File: src/rtl/mem_stage_pkg.sv
// Shared definitions for the MEM response stage: load-op bit positions,
// FSM state encoding, ALE code position and datapath width legality.
package mem_stage_pkg;

    localparam int LD_OP_W = 7;
    // One-hot load op vector is {b, bu, h, hu, w, wu, d}
    localparam int LD_B  = 6;
    localparam int LD_BU = 5;
    localparam int LD_H  = 4;
    localparam int LD_HU = 3;
    localparam int LD_W  = 2;
    localparam int LD_WU = 1;
    localparam int LD_D  = 0;

    typedef enum logic [1:0] {
        IDLE = 2'd0,
        RUN  = 2'd1,
        WAIT = 2'd2,
        HOLD = 2'd3
    } ms_state_e;

    // ALE sits just above the exception bits carried in from EXE.
    function automatic int ale_ex_bit(input int ex_w);
        return ex_w;
    endfunction

    function automatic bit data_w_legal(input int w);
        return (w == 32) || (w == 64);
    endfunction

endpackage

File: src/rtl/mem_resp_stage_if.sv
// EXE-to-MEM instruction bus plus the in-order data-SRAM response channel.
// master drives instructions and responses; slave is the MEM stage.
interface mem_resp_stage_if #(
    parameter int DATA_W = 32,
    parameter int EX_W   = 4
);
    logic              es_to_ms_valid;
    logic              ms_allowin;
    logic [31:0]       es_pc;
    logic [DATA_W-1:0] es_alu_result;
    logic [6:0]        es_ld_op;
    logic              es_res_from_mem;
    logic              es_mem_req;
    logic              es_gr_we;
    logic [4:0]        es_dest;
    logic [EX_W-1:0]   es_ex;
    logic              data_sram_data_ok;
    logic [DATA_W-1:0] data_sram_rdata;

    modport master (
        output es_to_ms_valid, es_pc, es_alu_result, es_ld_op, es_res_from_mem,
               es_mem_req, es_gr_we, es_dest, es_ex, data_sram_data_ok, data_sram_rdata,
        input  ms_allowin
    );

    modport slave (
        input  es_to_ms_valid, es_pc, es_alu_result, es_ld_op, es_res_from_mem,
               es_mem_req, es_gr_we, es_dest, es_ex, data_sram_data_ok, data_sram_rdata,
        output ms_allowin
    );
endinterface

File: src/rtl/mem_load_align.sv
// Combinational load-data extract and sign/zero extend for 32/64-bit datapaths.
module mem_load_align
    import mem_stage_pkg::*;
#(
    parameter int DATA_W = 32
) (
    input  logic [LD_OP_W-1:0]           ld_op,
    input  logic [$clog2(DATA_W/8)-1:0]  offset,
    input  logic [DATA_W-1:0]            rdata,
    output logic [DATA_W-1:0]            result
);
    localparam int NB    = DATA_W / 8;
    localparam int OFF_W = $clog2(NB);

    logic [7:0] lanes [NB];

    genvar gi;
    generate
        for (gi = 0; gi < NB; gi++) begin : g_lane
            assign lanes[gi] = rdata[gi*8 +: 8];
        end
    endgenerate

    // Halfword/word selection simply ignores the low offset bits.
    logic [OFF_W-1:0] off_h, off_w;
    assign off_h = offset & ~OFF_W'(1);
    assign off_w = offset & ~OFF_W'(3);

    logic [7:0]  byte_v;
    logic [15:0] half_v;
    logic [31:0] word_v;
    assign byte_v = lanes[offset];
    assign half_v = {lanes[off_h | OFF_W'(1)], lanes[off_h]};
    assign word_v = {lanes[off_w | OFF_W'(3)], lanes[off_w | OFF_W'(2)],
                     lanes[off_w | OFF_W'(1)], lanes[off_w]};

    // On a 32-bit datapath word_v is all of rdata, so wu and d collapse to w.
    always_comb begin
        result = '0;
        if (ld_op[LD_B])  result = DATA_W'($signed(byte_v));
        if (ld_op[LD_BU]) result = DATA_W'(byte_v);
        if (ld_op[LD_H])  result = DATA_W'($signed(half_v));
        if (ld_op[LD_HU]) result = DATA_W'(half_v);
        if (ld_op[LD_W])  result = DATA_W'($signed(word_v));
        if (ld_op[LD_WU]) result = DATA_W'(word_v);
        if (ld_op[LD_D])  result = rdata;
    end
endmodule

File: src/rtl/mem_resp_stage.sv
// MEM pipeline stage: holds one instruction, claims/buffers/discards in-order
// data-SRAM responses. Define MEM_ALE_CHECK_EN to flag misaligned loads as ALE.
module mem_resp_stage
    import mem_stage_pkg::*;
#(
    parameter int DATA_W          = 32,
    parameter int MAX_OUTSTANDING = 2,
    parameter int EX_W            = 4
) (
    input  logic              clk,
    input  logic              resetn,
    mem_resp_stage_if.slave   es_bus,
    input  logic              ws_allowin,
    output logic              ms_to_ws_valid,
    output logic [31:0]       ms_pc,
    output logic              ms_gr_we,
    output logic [4:0]        ms_dest,
    output logic [DATA_W-1:0] ms_final_result,
    output logic              ms_ex,
    output logic              out_ms_valid,
    output logic              ms_discard_busy,
    input  logic              wb_ex,
    input  logic              wb_ertn
);
    localparam int OFF_W = $clog2(DATA_W/8);
    localparam int CNT_W = $clog2(MAX_OUTSTANDING + 1);
`ifdef MEM_ALE_CHECK_EN
    localparam int CODE_W = EX_W + 1;
`else
    localparam int CODE_W = EX_W;
`endif

    generate
        if (!data_w_legal(DATA_W)) begin : g_bad_data_w
            $fatal(1, "mem_resp_stage: DATA_W must be 32 or 64");
        end
    endgenerate

    ms_state_e          state_reg;
    logic [31:0]        pc_reg;
    logic [DATA_W-1:0]  alu_reg, hold_reg;
    logic [LD_OP_W-1:0] ld_op_reg;
    logic               res_from_mem_reg, gr_we_reg;
    logic [4:0]         dest_reg;
    logic [CODE_W-1:0]  ex_code_reg;
    logic [CNT_W-1:0]   discard_cnt_reg;

    logic flush, valid, claim, ready_go, accept, wait_entry, cnt_inc, cnt_dec;
    logic [CODE_W-1:0] ex_code_in;
    logic [DATA_W-1:0] load_src, load_data;

    assign flush    = wb_ex | wb_ertn;
    assign valid    = (state_reg != IDLE);
    // Responses seen while the discard count is non-zero belong to flushed loads.
    assign claim    = (state_reg == WAIT) && es_bus.data_sram_data_ok && (discard_cnt_reg == '0);
    assign ready_go = (state_reg == RUN) || (state_reg == HOLD) || claim;
    assign es_bus.ms_allowin = !valid || (ready_go && ws_allowin);
    assign accept   = es_bus.es_to_ms_valid && es_bus.ms_allowin && !flush;

`ifdef MEM_ALE_CHECK_EN
    logic             ale;
    logic [OFF_W-1:0] es_off;
    assign es_off = es_bus.es_alu_result[OFF_W-1:0];
    always_comb begin
        ale = 1'b0;
        if (es_bus.es_res_from_mem) begin
            if (es_bus.es_ld_op[LD_H] | es_bus.es_ld_op[LD_HU]) ale = es_off[0];
            if (es_bus.es_ld_op[LD_W] | es_bus.es_ld_op[LD_WU]) ale = |es_off[1:0];
            if (es_bus.es_ld_op[LD_D])                          ale = |es_off;
        end
    end
    assign ex_code_in = {ale, es_bus.es_ex};
`else
    assign ex_code_in = es_bus.es_ex;
`endif

    assign wait_entry = es_bus.es_mem_req && !(|ex_code_in);
    assign cnt_inc    = flush && (state_reg == WAIT) && !claim;
    assign cnt_dec    = es_bus.data_sram_data_ok && (discard_cnt_reg != '0);

    always_ff @(posedge clk or negedge resetn) begin
        if (!resetn) begin
            state_reg        <= IDLE;
            pc_reg           <= '0;
            alu_reg          <= '0;
            hold_reg         <= '0;
            ld_op_reg        <= '0;
            res_from_mem_reg <= 1'b0;
            gr_we_reg        <= 1'b0;
            dest_reg         <= '0;
            ex_code_reg      <= '0;
            discard_cnt_reg  <= '0;
        end else begin
            discard_cnt_reg <= discard_cnt_reg + CNT_W'(cnt_inc) - CNT_W'(cnt_dec);
            if (flush) begin
                state_reg <= IDLE;
            end else if (accept) begin
                state_reg        <= wait_entry ? WAIT : RUN;
                pc_reg           <= es_bus.es_pc;
                alu_reg          <= es_bus.es_alu_result;
                ld_op_reg        <= es_bus.es_ld_op;
                res_from_mem_reg <= es_bus.es_res_from_mem;
                gr_we_reg        <= es_bus.es_gr_we;
                dest_reg         <= es_bus.es_dest;
                ex_code_reg      <= ex_code_in;
            end else if (claim && !ws_allowin) begin
                state_reg <= HOLD;
                hold_reg  <= es_bus.data_sram_rdata;
            end else if (ready_go && ws_allowin) begin
                state_reg <= IDLE;
            end
        end
    end

    always @(posedge clk) begin
        if (resetn && cnt_inc && !cnt_dec)
            assert (32'(discard_cnt_reg) < MAX_OUTSTANDING);
    end

    assign load_src = (state_reg == HOLD) ? hold_reg : es_bus.data_sram_rdata;

    mem_load_align #(.DATA_W(DATA_W)) u_align (
        .ld_op  (ld_op_reg),
        .offset (alu_reg[OFF_W-1:0]),
        .rdata  (load_src),
        .result (load_data)
    );

    // Excepted loads sit in RUN with no response; they report the address instead.
    assign ms_final_result = (res_from_mem_reg && (state_reg != RUN)) ? load_data : alu_reg;
    assign ms_to_ws_valid  = valid && ready_go;
    assign ms_ex           = valid && (|ex_code_reg);
    assign out_ms_valid    = valid;
    assign ms_discard_busy = (discard_cnt_reg != '0);
    assign ms_pc           = pc_reg;
    assign ms_gr_we        = gr_we_reg;
    assign ms_dest         = dest_reg;
endmodule

File: src/flat_wrapper.sv
// flat-port wrapper written by rule: the top's interface ports become plain ports
module mem_resp_stage_flat import mem_stage_pkg::*;
#(
    parameter int DATA_W          = 32,
    parameter int MAX_OUTSTANDING = 2,
    parameter int EX_W            = 4
)
  (clk, resetn, ws_allowin, ms_to_ws_valid, ms_pc, ms_gr_we, ms_dest, ms_final_result, ms_ex, out_ms_valid, ms_discard_busy, wb_ex, wb_ertn, es_bus_es_to_ms_valid, es_bus_es_pc, es_bus_es_alu_result, es_bus_es_ld_op, es_bus_es_res_from_mem, es_bus_es_mem_req, es_bus_es_gr_we, es_bus_es_dest, es_bus_es_ex, es_bus_data_sram_data_ok, es_bus_data_sram_rdata, es_bus_ms_allowin);
  mem_resp_stage_if #(.DATA_W(DATA_W), .EX_W(EX_W)) es_bus_i ();
  input  logic clk;
  input  logic resetn;
  input  logic ws_allowin;
  output logic ms_to_ws_valid;
  output logic [31:0] ms_pc;
  output logic ms_gr_we;
  output logic [4:0] ms_dest;
  output logic [DATA_W-1:0] ms_final_result;
  output logic ms_ex;
  output logic out_ms_valid;
  output logic ms_discard_busy;
  input  logic wb_ex;
  input  logic wb_ertn;
  input wire logic [$bits(es_bus_i.es_to_ms_valid)-1:0] es_bus_es_to_ms_valid;
  input wire logic [$bits(es_bus_i.es_pc)-1:0] es_bus_es_pc;
  input wire logic [$bits(es_bus_i.es_alu_result)-1:0] es_bus_es_alu_result;
  input wire logic [$bits(es_bus_i.es_ld_op)-1:0] es_bus_es_ld_op;
  input wire logic [$bits(es_bus_i.es_res_from_mem)-1:0] es_bus_es_res_from_mem;
  input wire logic [$bits(es_bus_i.es_mem_req)-1:0] es_bus_es_mem_req;
  input wire logic [$bits(es_bus_i.es_gr_we)-1:0] es_bus_es_gr_we;
  input wire logic [$bits(es_bus_i.es_dest)-1:0] es_bus_es_dest;
  input wire logic [$bits(es_bus_i.es_ex)-1:0] es_bus_es_ex;
  input wire logic [$bits(es_bus_i.data_sram_data_ok)-1:0] es_bus_data_sram_data_ok;
  input wire logic [$bits(es_bus_i.data_sram_rdata)-1:0] es_bus_data_sram_rdata;
  output wire logic [$bits(es_bus_i.ms_allowin)-1:0] es_bus_ms_allowin;
  assign es_bus_i.es_to_ms_valid = es_bus_es_to_ms_valid;
  assign es_bus_i.es_pc = es_bus_es_pc;
  assign es_bus_i.es_alu_result = es_bus_es_alu_result;
  assign es_bus_i.es_ld_op = es_bus_es_ld_op;
  assign es_bus_i.es_res_from_mem = es_bus_es_res_from_mem;
  assign es_bus_i.es_mem_req = es_bus_es_mem_req;
  assign es_bus_i.es_gr_we = es_bus_es_gr_we;
  assign es_bus_i.es_dest = es_bus_es_dest;
  assign es_bus_i.es_ex = es_bus_es_ex;
  assign es_bus_i.data_sram_data_ok = es_bus_data_sram_data_ok;
  assign es_bus_i.data_sram_rdata = es_bus_data_sram_rdata;
  assign es_bus_ms_allowin = es_bus_i.ms_allowin;
  mem_resp_stage #(.DATA_W(DATA_W), .MAX_OUTSTANDING(MAX_OUTSTANDING), .EX_W(EX_W)) u_core (.clk(clk), .resetn(resetn), .es_bus(es_bus_i), .ws_allowin(ws_allowin), .ms_to_ws_valid(ms_to_ws_valid), .ms_pc(ms_pc), .ms_gr_we(ms_gr_we), .ms_dest(ms_dest), .ms_final_result(ms_final_result), .ms_ex(ms_ex), .out_ms_valid(out_ms_valid), .ms_discard_busy(ms_discard_busy), .wb_ex(wb_ex), .wb_ertn(wb_ertn));
endmodule
File: config.mk
export PLATFORM = sky130hd
export DESIGN_NAME = mem_resp_stage_flat
export DESIGN_NICKNAME = d
export VERILOG_FILES = /design/src/rtl/mem_stage_pkg.sv /design/src/rtl/mem_resp_stage_if.sv /design/src/rtl/mem_load_align.sv /design/src/rtl/mem_resp_stage.sv /design/src/flat_wrapper.sv
export SDC_FILE = /design/constraint.sdc
export NUM_CORES = 1
export LEC_CHECK = 0
export ABC_CLOCK_PERIOD_IN_PS = 2750
export CORE_AREA = 2 2 89 155
export CTS_CLUSTER_DIAMETER = 100
export DETAILED_ROUTE_END_ITERATION = 6
export DIE_AREA = 0 0 91 157
export PLACE_DENSITY = 0.79
export SYNTH_ARGS = -nofsm -noshare
export SYNTH_HDL_FRONTEND = slang
export SYNTH_SLANG_ARGS = --single-unit
File: constraint.sdc
create_clock -name clk -period 2.75 [get_ports clk]
set_input_delay 0.4125 -clock clk [delete_from_list [all_inputs] [get_ports clk]]
set_output_delay 0.4125 -clock clk [all_outputs]
set_load 0.01 [all_outputs]
[Word-level counts from Yosys, hierarchy flattened]
Index checks and enable logic that the tools add are counted.
Operators by class
  add/subtract/negate cells: 2
  order comparisons: 3
  equality and inequality tests: 4
  multiplexer cells: 23
  bitwise logic cells: 6
  reduce and logical (&&, ||, !) cells: 29
Operator list (count)
  two-way mux 32 bit: 9
  binary-select mux 8 bit (select 2 bit): 3
  two-way mux 8 bit: 6
  logical AND 1 bit: 13
  two-way mux 2 bit: 5
  greater-or-equal comparator 3 bit (second input constant): 3
  NOT 2 -> 3 bit: 3
  OR reduction 4 bit: 2
  logical NOT 1 bit: 5
  == test 2 bit (second input constant): 2
  nonzero test 2 bit: 2
  nonzero test 4 bit: 1
  logical OR 1 bit: 3
  AND reduction 3 bit: 1
  adder 2 x 1 -> 2 bit: 1
  == test 2 x 1 -> 1 bit (second input constant): 1
  logical NOT 2 bit: 1
  != test 2 x 1 -> 1 bit (second input constant): 1
  NOT 1 bit: 2
  AND reduction 2 bit: 1
  subtractor 2 x 1 -> 2 bit: 1
  bitwise OR 1 bit: 1
Storage, ports and cells
  register bits after elaboration: 118
  input bits: 122
  logic and storage cells: 77

[Depth between registers and ports, before layout]
  depth in word-level cells: 13
  depth in mapped cells: 8
  depth with buffers taken out: 6

[Modules after synthesis]
Synthesis repeated with hierarchy kept, for this count alone.
Second synthesis, totals
  cell total of the unflattened synthesis: 467
  area total of the unflattened synthesis: 6318.6 µm²
Modules (own cells, without submodules)
  mem_resp_stage: times used 1, cells an instance 349, area an instance 5560.3 µm², seq. area each 2952.8 µm²
  mem_load_align: times used 1, cells an instance 118, area an instance 758.2 µm², seq. area each 0.0 µm²

[Least setup slack after synthesis]
No wires, ideal clock.
  kind: reg-to-output
  from: register u_core.ld_op_reg[4]
  to: output ms_final_result[12]
  data arrival time: 2.001 ns
  required time: 2.338 ns
  setup slack: 0.336 ns
  cell stages (with the launch flop): 7
  path buffers: 2
  cell sequence: dfrtp_1 -> or2_2 -> clkbuf_1 -> nor4b_1 -> a221oi_4 -> buf_6 -> a221oi_1
On the way
  longest elaborated chain between the ends: 6
Ends and longest elaborated chain
  start, declared: line mem_resp_stage.sv:42  | logic [LD_OP_W-1:0] ld_op_reg;
  start signal, assigned: line mem_resp_stage.sv:101  | ld_op_reg <= es_bus.es_ld_op;
  two-way mux 32 bit: line mem_load_align.sv:42  | if (ld_op[LD_H]) result = DATA_W'($signed(half_v));
  two-way mux 32 bit: line mem_load_align.sv:43  | if (ld_op[LD_HU]) result = DATA_W'(half_v);
  two-way mux 32 bit: line mem_load_align.sv:44  | if (ld_op[LD_W]) result = DATA_W'($signed(word_v));
  two-way mux 32 bit: line mem_load_align.sv:45  | if (ld_op[LD_WU]) result = DATA_W'(word_v);
  two-way mux 32 bit: line mem_load_align.sv:46  | if (ld_op[LD_D]) result = rdata;
  two-way mux 32 bit: line mem_resp_stage.sv:130  | assign ms_final_result = (res_from_mem_reg && (state_reg != RUN)) ? load_data : alu_reg;
  end, declared: line flat_wrapper.sv:17  | output logic [DATA_W-1:0] ms_final_result;
No other way between the ends.

[Final worst setup path]
  from: register u_core.state_reg[1]
  to: output ms_final_result[1]
On the way
  longest elaborated chain between the ends: 13
  elaborated cells between the ends (all ways): 18
  those cells by class: eq/ne (2); mux (15); reduce/logical (1)
Ends and longest elaborated chain
  start, declared: line mem_resp_stage.sv:39  | ms_state_e state_reg;
  start signal, assigned: line mem_resp_stage.sv:98  | state_reg <= wait_entry ? WAIT : RUN;
  == test 2 bit: line mem_resp_stage.sv:120  | assign load_src = (state_reg == HOLD) ? hold_reg : es_bus.data_sram_rdata;
  two-way mux 32 bit: line mem_resp_stage.sv:120
  binary-select mux 8 bit (select 2 bit): line mem_load_align.sv:32  | assign byte_v = lanes[offset];
  two-way mux 8 bit (not written as such) (2 in series): line mem_load_align.sv:32
  two-way mux 32 bit: line mem_load_align.sv:40  | if (ld_op[LD_B]) result = DATA_W'($signed(byte_v));
  two-way mux 32 bit: line mem_load_align.sv:41  | if (ld_op[LD_BU]) result = DATA_W'(byte_v);
  two-way mux 32 bit: line mem_load_align.sv:42
  two-way mux 32 bit: line mem_load_align.sv:43
  two-way mux 32 bit: line mem_load_align.sv:44
  two-way mux 32 bit: line mem_load_align.sv:45
  two-way mux 32 bit: line mem_load_align.sv:46
  two-way mux 32 bit (*): line mem_resp_stage.sv:130
Every way passes the cells marked *; elsewhere a longest branch is shown, timed or not. The select of a mux whose other input is x is not followed.

==> metrics <==
Final min period 2.833 ns; initial antenna violation count 2; maximum VDD drop 502.6 uV; via count ~4900; Final Non-Filler Cells approximately 870; power per cell area 707.4 mW/mm^2; Worst Tran Pin Value between 0.5 and 0.6 ns; I/O Buffers between 150 and 200; width of the die around 91 microns; clock root buffer clkbuf_16; Primary FF master, synth dfrtp_1; DP Wirelength around 14000 microns; Vias/cell between 5 and 6; final setup vio count 31; Synth area leaders dfrtp_1, mux2_2, mux4_2, o22ai_1, mux2i_1; CTS tree done; outcome complete, but fails checks; syn nets 572; Hold Crit Class primary input to asynchronous set/reset pin; Reg clk slew, reported paths 0.06 ns; f_max between 300 and 400 MHz; part of the cycle the worst path needs 103.0%; Final Max Slew Viols 0; CP max FO 6; CP Class flip-flop to output pin; dpl cells 817; r2r endpoint u_core.ms_pc[28]$_DFFE_PN0P_; core box area about 0.013 sq mm; GRT Resource Usage Total roughly a quarter; GRT overflow 0; area delta synth->final 55.03%; setup ws final -0.08297 ns; Placed Area 0.008202 sq mm; Post-synth top cells mux2_2, dfrtp_1, a21oi_1; relative slew slack around three fifths; max-cap violations 0; Cells after Synth roughly 450; number of buffers created by CTS 17; cell area after layout 0.009055 sq mm; flops & latches, synth between 100 and 150; Starting Density 45.15%; failing checks setup timing; final hold slack about 0.50 ns; Unique masters post-synth 45; reg-to-reg critical path startpoint u_core.state_reg[1]$_DFFE_PN0P_; clock sinks around 120; Worst EP arrival approximately 2.4 ns; Seq/Total Area, Yosys 50.56%; syn_area_per_cell between 10 and 15 sq um; R2R depth 7; first-pass GRT wire length approximately 29000 microns; Post-synth EDFFs 0; P_leak between 3 and 4 nW; Fin. Hold Viols 0; flop-to-flop setup slack between 0.6 and 0.7 ns; Worst EP required roughly 2.3 ns; CTS Buffer Depth 2; asr flop ratio synth 100.0%; I/O Pins just under 200; First DRT Iteration DRCs 228; crit start category flip-flop; Site Rows 55; CTS H-tree depth 4; yosys warns 0; Synth area leader dfrtp_1; Skew-Pair Late Insertion Delay approximately 0.4 ns; count leader, synth mux2_2; Avg WL per Cell between 20 and 25 microns; layout cells sized above 1 about two fifths; area share of the largest cell type after synthesis between 50% and 60%; # DRC 0; total die area 0.01429 sq mm; Crit. End Element output pin; vias in the first global route 5438; unrepaired setup endpoints after global routing yes; skew final about 0.0076 ns; total power 6.405 mW; Post-DRT Antenna Nets 0; 1st-pass router iterations 6; WL final 18550 microns; largest net degree at the start of global routing slightly below 70; GP Congestion around 0.90; Final nets between 800 and 900; Die H 157 microns; Cell Area, Synth a little under 0.006 sq mm
## kinds of logic after synthesis
group | share of synthesized area [%]
XOR/XNOR | 0.3000
AND/OR/NAND/NOR | 4.970
AO/OA/AOI/OAI | 9.169
flip-flops | 50.56
buffers and inverters | 3.170
adder cells (fa/ha/maj) | 0.4284
multiplexers | 31.41
## cell type report
cell class	instances	area, sq um
fill	944	3882
sequential	118	2953
multi-input combinational	292	2903
timing repair buffer	245	2369
clock buffer	23	488.0
tap	171	214.0
clock inverter	8	97.59
inverter	7	26.28
antenna	2	5.005
## metal layers
layer	part of all wire, %	track usage [%]
met3	5.9	6.032
met5	0	0
met1	34	26.28
met4	5.3	17.10
met2	54	47.30
## cell usage in the layout, fill, tap and decap left out, types with 3 or more instances in the layout
cell	instances
clkdlybuf4s50_1	163
mux2_2	136
dfrtp_1	118
buf_4	37
buf_2	22
clkbuf_16	18
nand2_1	17
o22ai_1	15
nor2_1	14
o211ai_1	12
a21oi_1	10
mux2i_1	10
mux4_2	9
a221oi_2	7
buf_12	7
inv_1	6
a21oi_2	6
clkdlybuf4s15_2	5
buf_6	5
a32oi_2	4
clkbuf_8	4
nor4_1	3
and2_1	3
a21oi_4	3
o21ai_0	3
clkinvlp_4	3
clkinv_2	3
## timing repair
| item | CTS | global route |
|---|---|---|
| endpoints found under the setup margin | 32 | 32 |
| buffers inserted | 15 | 1 |
| pin swaps | 10 | 17 |
| gates cloned | 2 | 1 |
| hold buffers | 1 | 0 |
| resized for setup | 131 | 38 |
| endpoints found under the hold margin | 29 | 0 |
## report_power, final
| group | switching (mW) | internal [mW] |
|---|---|---|
| Clock | 0.756 | 1.42 |
| Combinational | 0.919 | 1.09 |
| Sequential | 0.192 | 2.03 |
## critical path, cell delays in order (launching register included)
cell	delay, ns
dfrtp_1	0.36
and2_4	0.20
buf_4	0.16
bufbuf_16	0.26
mux4_2	0.52
nand3_1	0.12
o221ai_1	0.14
clkdlybuf4s15_2	0.25
## through the flow
step,setup slack [ns],TNS (ns),util (%)
after floorplan,0.3364,0,-
after global routing,-0.1458,-3.944,69.99
after global placement,-0.1910,-3.222,63.39
after CTS,-0.1065,-2.348,68.95
final,-0.08297,-1.308,69.99
after detailed placement,-0.2150,-3.940,63.39
## how the worst max path moves through the flow
| stage | from | endpoint | slack [ns] | cells past startpoint |
|---|---|---|---|---|
| detailed placement | es_bus_data_sram_rdata[31] | ms_final_result[19] | -0.22 | 6 |
| global route | u_core.state_reg[1]$_DFFE_PN0P_ | ms_final_result[10] | -0.15 | 7 |
| CTS | u_core.state_reg[0]$_DFFE_PN0P_ | ms_final_result[22] | -0.11 | 8 |
| global placement | es_bus_data_sram_rdata[31] | ms_final_result[22] | -0.19 | 6 |
| finish | u_core.state_reg[1]$_DFFE_PN0P_ | ms_final_result[1] | -0.08 | 7 |
| floorplan | u_core.ld_op_reg[4]$_DFFE_PN0P_ | ms_final_result[12] | 0.34 | 6 |
Note: power is estimated with default switching activity, not from simulation.
